### src/rtl/alu_issue_ctrl.sv
// alu_issue_ctrl: sequential front end for the 16-bit combinational ALU.
// Accepts one instruction at a time, drives the ALU for a single EXEC cycle,
// writes the ALU result back into a 4-entry register file and presents it
// on a valid/ready result stream. A direct load port initialises registers.
//
//   state | meaning
//   IDLE  | waiting for an instruction; in_ready high
//   EXEC  | ALU driven with latched opcode and register operands
//   HOLD  | result presented on out_data until out_ready
module alu_issue_ctrl #(
  parameter int WIDTH = 16
) (
  input  logic             clk,
  input  logic             rst,
  input  logic             in_valid,
  output logic             in_ready,
  input  logic [2:0]       in_op,
  input  logic [1:0]       in_rd,
  input  logic [1:0]       in_ra,
  input  logic [1:0]       in_rb,
  input  logic             in_cin,
  input  logic             ld_en,
  input  logic [1:0]       ld_addr,
  input  logic [WIDTH-1:0] ld_data,
  output logic [2:0]       alu_opc,
  output logic [WIDTH-1:0] alu_a,
  output logic [WIDTH-1:0] alu_b,
  output logic             alu_c,
  input  logic [WIDTH-1:0] alu_w,
  input  logic             alu_neg,
  input  logic             alu_zer,
  output logic             out_valid,
  input  logic             out_ready,
  output logic [WIDTH-1:0] out_data,
  output logic             neg_f,
  output logic             zer_f
);

  typedef enum logic [1:0] {
    IDLE = 2'd0,
    EXEC = 2'd1,
    HOLD = 2'd2
  } state_t;

  state_t           state;
  logic [WIDTH-1:0] rf [4];
  logic [WIDTH-1:0] result;
  logic [2:0]       ir_op;
  logic [1:0]       ir_rd;
  logic [1:0]       ir_ra;
  logic [1:0]       ir_rb;
  logic             ir_cin;

  // Handshake outputs; in_ready is forced low while reset is asserted.
  assign in_ready  = (state == IDLE) & ~rst;
  assign out_valid = (state == HOLD);
  assign out_data  = result;

  // ALU drive: real operands only in EXEC, an inert pattern otherwise.
  always_comb begin
    alu_opc = 3'b111;
    alu_a   = '0;
    alu_b   = '0;
    alu_c   = 1'b0;
    if (state == EXEC) begin
      alu_opc = ir_op;
      alu_a   = rf[ir_ra];
      alu_b   = rf[ir_rb];
      alu_c   = ir_cin;
    end
  end

  // Sequencer, instruction register, register file, result and flags.
  // The load is written first so a same-index EXEC writeback overrides it.
  always_ff @(posedge clk) begin
    if (rst) begin
      state  <= IDLE;
      for (int i = 0; i < 4; i++) rf[i] <= '0;
      result <= '0;
      neg_f  <= 1'b0;
      zer_f  <= 1'b0;
      ir_op  <= '0;
      ir_rd  <= '0;
      ir_ra  <= '0;
      ir_rb  <= '0;
      ir_cin <= 1'b0;
    end else begin
      if (ld_en) rf[ld_addr] <= ld_data;
      case (state)
        IDLE: begin
          if (in_valid) begin
            ir_op  <= in_op;
            ir_rd  <= in_rd;
            ir_ra  <= in_ra;
            ir_rb  <= in_rb;
            ir_cin <= in_cin;
            state  <= EXEC;
          end
        end
        EXEC: begin
          rf[ir_rd] <= alu_w;
          result    <= alu_w;
          neg_f     <= alu_neg;
          zer_f     <= alu_zer;
          state     <= HOLD;
        end
        HOLD: begin
          if (out_ready) state <= IDLE;
        end
        default: state <= IDLE;
      endcase
    end
  end

endmodule

### config.mk
export PLATFORM = sky130hd
export DESIGN_NAME = alu_issue_ctrl
export DESIGN_NICKNAME = d
export VERILOG_FILES = /design/src/rtl/alu_issue_ctrl.sv
export SDC_FILE = /design/constraint.sdc
export NUM_CORES = 1
export LEC_CHECK = 0
export CAP_MARGIN = 20
export CORE_MARGIN = 5
export CORE_UTILIZATION = 56
export DETAILED_ROUTE_END_ITERATION = 6
export PLACE_DENSITY = 0.91
export SLEW_MARGIN = 20
export SYNTH_ARGS = -nofsm -noshare
export SYNTH_HDL_FRONTEND = slang
export SYNTH_SLANG_ARGS = --single-unit
### constraint.sdc
create_clock -name clk -period 4.9 [get_ports clk]
set_input_delay 1.225 -clock clk [delete_from_list [all_inputs] [get_ports clk]]
set_output_delay 1.225 -clock clk [all_outputs]
set_load 0.05 [all_outputs]
======== After elaboration in Yosys (flattened, before gate mapping) ========
Memory sizes are Yosys's and may differ from the RTL's. A register that Yosys moved wholly into a read port is not among the register bits.
Index checks and enable logic that the tools add are counted.
word-level totals
  input port bits ......................... 51
  register bits after elaboration ......... 30
  memories kept ........................... 1
  bits in latches ......................... 0
  RAM bits ................................ 64
  bits in read-only memories .............. 0
memories
  memory  depth  bits a word  rd ports  clocked after Yosys merged registers in  wr ports  line  source
  rf      4      16           2         2                                        4         46    logic [WIDTH-1:0] rf [4];
operators by class
  div/mod/pow operators ................... 0
  reduce and logical (&&, ||, !) cells .... 5
  mux-type cells .......................... 25
  add/subtract/negate cells ............... 0
  eq/ne operators ......................... 4
  $mul .................................... 0
  shift-type cells ........................ 0
  order comparisons ....................... 0
  bitwise logic cells ..................... 2
operators by type and width
  operator            number
  $mux 16             4
  $reduce_or 16->1    2
  $mux 2              8
  $mux 1              11
  $pmux 2 s3          1
  $reduce_and 2->1    2
  $mux 3              1
  $eq 2x1->1 const B  1
  $eq 2x2->1 const B  1
  $logic_not 2->1     1
  $ne 2x1->1 const B  1
  $ne 2x2->1 const B  1
  $and 1x1->1         1
  $not 1->1           1

======== Depth between registers and ports, before layout ========
  word-level depth ........................ 6
  mapped depth ............................ 6

======== Worst setup path before layout ========
OpenSTA, ideal clock, no wires.
  kind .................................... input-to-output
  start ................................... input rst
  end ..................................... output in_ready
  slack ................................... 1,253 ps
  stages .................................. 2
  arrival time ............................ 2,422 ps
  path buffers ............................ 1
  path through ............................ buf_6 > nor3_1
between the ends
  longest elaborated chain between the ends .. 2
ends and longest elaborated chain
  item             line  source
  start, declared  14    input logic rst,
  $not 1->1        55    assign in_ready = (state == IDLE) & ~rst;
  $and 1x1->1      55
  end, declared    16    output logic in_ready,
Every way passes these cells.

==> metrics.yaml <==
status: "finished, final reports clean"
p_total_w: 0.00182
report.final.slew_viol_count: 0
grt_use_total_pct: 23.0
synth_largest_area_cell: "edfxtp_1"
die_height_microns: 107
vias: 3816
clock_path_buffers: 2
switching_share_pct: 29.3
yosysWarnings: 0
cts_tree: "built"
hold_buffers: 0
synth_area_leaders: "edfxtp_1 (36%), mux2i_1 (14%), mux4_2 (14%)"
ys_types: 29
viasPerCell: 5.87
nNetsFinal: 585
finalNonFillerCells: 650
min_period_ps: 3830
antenna_found_initial: 0
hold_class: "register to register"
setup-tns-final_ps: 0
core-area_sq_um: 9200
skew_ps: 11.4
cts-root-buf: "clkbuf_8"
start_util_pct: 57.3
clock_power_share_pct: 27.3
switchingPower_w: 0.000534
drive_gt1_share_pct: 12.1
cts.sink_count: 98
p_per_area_nw_per_um2: 279
rows: 35
grt_start_max_net_pins: 32
drc_errors: 0
p_seq_share_pct: 53.1
first_pass_iters: 5
timing.fmax_mhz: 261
die-area_sq_um: 11500
worstMarginPinSlew_ps: 1000
io_pins: 107
path_class: "register to primary output"
area_growth_pct: 23.8
r2r_cells: 4
multi_input_area_sq_um: 2400
syn_area_sq_um: 5270
grt_overflow_total: 0
grt_pass1_wl_microns: 20500
ys_seq_area_share_pct: 49.4
p_int_w: 0.00129
setup_viol: 0
worstHoldPathCells: 2
crit_fanout: 16
post-route-period-util_pct: 78.2
arrival_ps: 2600
syn_area_per_cell_sq_um: 11.9
power_frac_comb_pct: 19.6
peakVddDrop_mv: 0.162
drv_cap: 0
cts_resized: 0
slew_headroom_pct: 32.9
ys_ff_latch: 98
fin_ws_ps: 1070
diodes: 0
r2r_slack_ps: 2570
fp.dieW_microns: 107
reg2reg_from: "state[0]"
dp_slack_ps: 977
crit_path_start_kind: "register"
synth_nets: 493
grt_pass1_vias: 3968
cts_max_level: 3
portBuffers: 106
hp-start: "out_data[10]"
seqCellArea_sq_um: 2600
cts_made_buffers: 9
insertion_delay_ps: 360
required_ps: 3670
netlist_instances: 442
critPathCaptureType: "primary output"
routed_wl_microns: 12700
dp_cells: 634
drtIter0Drc: 306
path_clk_slew_ps: 110
final_util_pct: 71.0
route.antenna.remaining_nets: 0
nFillCells: 618
rsz0062_at_grt: "no"
synth_top_area_share_pct: 36.5
wl_per_cell_microns: 19.5
p_leak_nw: 2.51
gp_congestion: 0.859
hpwl_microns: 9210
hold_viol_final: 0
post_cts_buffers: 0
worst max-delay path, stage by stage, from the launching register on:
cell and delay [ps]:
dfxtp_1 920, mux4_2 370, and2_1 130, clkdlybuf4s50_1 810
synth_stat cells (all sizes together):
library cell and instances:
nor2 12, mux2i 74, nor3b 1, a31oi 1, nand2b 5, or3 2
dfxtp 34, and4bb 2, edfxtp 64, mux4 32, nand4b 1, buf 27
a21oi 19, nor4b 2, nand2 102, and2 34, clkbuf 8, and2b 2
nor2b 1, nor4 1, inv 16, nand3 1, nor3 1
layout make-up:
cell class,instances,area share [%]
clock inverter,7,0.901
tap,111,2.13
timing repair buffer,116,17.6
sequential,98,39.9
inverter,16,0.920
multi-input combinational,293,36.7
clock buffer,9,1.90
flip-flops by register name, summed over array words and instances (netlist names), named ones only:
register  flops
rf           64
out_data     16
ir_op         3
ir_ra         2
ir_rb         2
ir_rd         2
state         2
ir_cin        1
neg_f         1
zer_f         1
placed cells by master, fill, tap and decap left out, types with 2 or more instances in the layout:
cell	Yosys	layout
mux4_2	32	32
or3_1	2	2
buf_4	4	10
edfxtp_1	64	64
nand2b_1	4	4
nor2_1	12	12
inv_6	0	2
clkdlybuf4s50_1	0	105
mux2i_1	74	74
dfxtp_1	34	34
a21oi_1	19	19
inv_1	16	16
nand2_1	102	102
and2b_1	2	2
and2_1	34	34
inv_8	0	2
clkbuf_8	0	9
worst paths after layout:
kind                                      to
worst max register to register      rf[2][5]
worst min register to register  out_data[10]
worst max-delay path               alu_a[14]
worst min-delay path            out_data[10]
cell families (layout without fill, tap and decap cells):
kind of cell	after synthesis	in the layout	synth area share [%]
DFF	98	98	49.4
buffers and inverters	51	148	5.36
and+or+nand+nor	167	167	15.6
muxes	106	106	27.7
AOI/OAI and AO/OA	20	20	1.92
stage by stage:
stage / cell area (sq um) / hold slack (ps)
floorplan: 5270 / 451
global placement: 6340 / 441
detailed placement: 6340 / 451
CTS: 6530 / 466
global route: 6530 / 480
finish: 6530 / 462
power by group through the flow:
| stage | Sequential [W] | Clock, W | Combinational, W |
|---|---|---|---|
| after detailed placement | 0.000988 | 0 | 0.000358 |
| after floorplan | 0.000993 | 0 | 0.000214 |
| final | 0.000969 | 0.000497 | 0.000358 |
| after CTS | 0.000969 | 0.000499 | 0.000360 |
| after global routing | 0.000975 | 0.000532 | 0.000380 |
| after global placement | 0.000981 | 0 | 0.000349 |
routing by layer:
metal / global-route usage [%] / vias to the layer above / part of all wire, %
met1: 28.1 / 1850 / 38
met4: 8.40 / 0 / 2.2
met3: 3.79 / 27 / 7.8
met2: 40.9 / 190 / 53
met5: 0 / - / 0
li1: - / 1749 / -
No activity file was read; power rests on OpenSTA's default activity.
==> RTL change: new RTL, same settings <==
`WIDTH`: 16 -> 20.
--- a/src/rtl/alu_issue_ctrl.sv
+++ b/src/rtl/alu_issue_ctrl.sv
@@ -10,3 +10,3 @@
 module alu_issue_ctrl #(
-  parameter int WIDTH = 16
+  parameter int WIDTH = 20
 ) (
Interface: changed (5 resized); port bits go from 107 to 127. No check against the original RTL was run, so the function may have changed too.
==> RTL change against the original RTL <==
  * Sequential cell count up 20
  * Worst hold slack lost 4.4 ps
  * Register-to-register slack worse by 630 ps
  * Wire length rose by 36%
  * First-iteration DRC count up 46%
  * Non-clock buffer count up 25
  * Final cell count increased by 24%
  * Worst setup slack got worse by 170 ps
  * Combinational power is 25% higher
  * Clock skew shrank 4.2 ps
  * Via count rose by 26%
  * Synthesized area rose by 19%
  * Total power grew 55%
  * Design area increased by 27%
  * Critical endpoint is now alu_b[10]
==> RTL change: results (changes against the original RTL) <==
Status: complete, no violations
Fillers: 707 (+14%)
Worst VDD drop: 0.2193 mV (+35%)
Routed wire length: 17200 um (+36%)
Drt initial violations: 448 (+46%)
Via count: 4811 (+26%)
Detailed Place HPWL: 11100 um (+21%)
Antenna diode count: 0 (unchanged)
TritonCTS buffer count: 17 (+8)
Hold Path Class: reg2reg
Placer Congestion: 0.7906 (-8.0%)
Synth warn: 0 (unchanged)
WP data arrival: 2780 ps (+180 ps)
Clock Latency Late Sink: 410 ps (+50 ps)
Top cells by area, synth: edfxtp_1 (38%), mux2i_1 (14%), mux4_2 (14%)
Worst slew pin tran: 1087 ps (+85.12 ps)
Initial antenna violation count: 0 (unchanged)
Fraction of layout cells with a size suffix above 1: 14.33% (+2.3 points)
Max reg flops: 80 (+25%)
Number of global-route vias before repair: 5156 (+30%)
Gr usage total: 26.67% (+3.7 points)
H-tree levels: 4 (+1)
Post-synth ARST share: 0% (unchanged)
1st-pass router iterations: 7 (+2)
Post-synth EDFFs: 80 (+25%)
Total grt overflow: 0 (unchanged)
CTS Root Cell: clkbuf_16
CTS max path bufs: 2 (unchanged)
P_leak: 3.236 nW (+29%)
Clock Pin Slew Worst Setup and Hold Paths: 50 ps (-60 ps)
Fin nets: 709 (+21%)
Number of cells on the worst hold path: 2 (unchanged)
Synth cell types: 24 (-17%)
Pin count of the biggest net entering global routing: 33 (+3.1%)
CP Max Fanout: 30 (+14)
Setup bufs post-CTS: 0 (unchanged)
Global-route wire length before repair: 26990 um (+32%)
Syn_nets: 590 (+20%)
Post-CTS Resized: 0 (unchanged)
Synth top cells by count: nand2_1 (126), mux2i_1 (90), edfxtp_1 (80), and2_1 (42), mux4_2 (40)
Sequential-to-total area share from yosys stat: 50.39% (+1.0 points)
Reg2reg path depth: 4 (unchanged)
Most flops, register: rf
IO Port Bufs: 126 (+19%)
Layout Skew: 7.137 ps (-4.242 ps)
==> RTL change: worst paths after layout <==
path                    start           to  slack [ps]
hold reg to reg   out_data[0]  out_data[0]         460
setup reg to reg     state[1]     rf[2][7]        1940
setup / recovery     state[0]    alu_b[10]         900
hold / removal    out_data[0]  out_data[0]         460
==> RTL change: report_power, final <==
group | switching (mW) | internal [mW]
combinational | 0.256 | 0.192
clock | 0.424 | 0.789
sequential | 0.0326 | 1.13
total | 0.712 | 2.11
==> RTL change: per-layer routing <==
| layer | GRT usage (%) | routed length [um] | vias to the layer above |
|---|---|---|---|
| met4 | 10.21 | 446 | 0 |
| li1 | - | - | 2132 |
| met2 | 44.88 | 8711 | 300 |
| met1 | 32.35 | 6320 | 2333 |
| met3 | 8.251 | 1722 | 46 |
| met5 | 0 | 0 | - |
==> RTL change: per-stage QoR <==
step	hold slack, ps	instance area (sq um)	instances	setup WS, ps	power (mW)
floorplan	451.1	6277	531	1185	1.449
global placement	443.2	7685	771	1181	1.607
detailed placement	451.1	7685	771	1152	1.626
CTS	458.7	8280	803	874.2	2.831
global route	474.7	8283	803	747.9	2.917
finish	458.0	8283	803	896.4	2.824
==> RTL change: area by class of cell <==
type,count,area share (%)
Clock buffer,26,6.798
Clock inverter,6,0.3927
Inverter,20,0.9063
Multi-Input combinational cell,352,35.08
Sequential cell,118,38.19
Tap cell,140,2.115
Timing Repair Buffer,141,16.53
==> RTL change: kinds of logic (layout without fill, tap and decap cells) <==
family                 Yosys count  count (layout)  synth area share, %
muxes                          130             130                28.70
DFF                            118             118                50.39
buffers and inverters           61             193                4.345
AOI/OAI and AO/OA               24              24                1.933
and+or+nand+nor                198             198                14.63
==> RTL change: worst max-delay path: stages, from the launching register on <==
cell and delay [ps]:
dfxtp_1 410, nor2b_4 580, buf_4 390, and2_1 180, clkdlybuf4s50_1 800
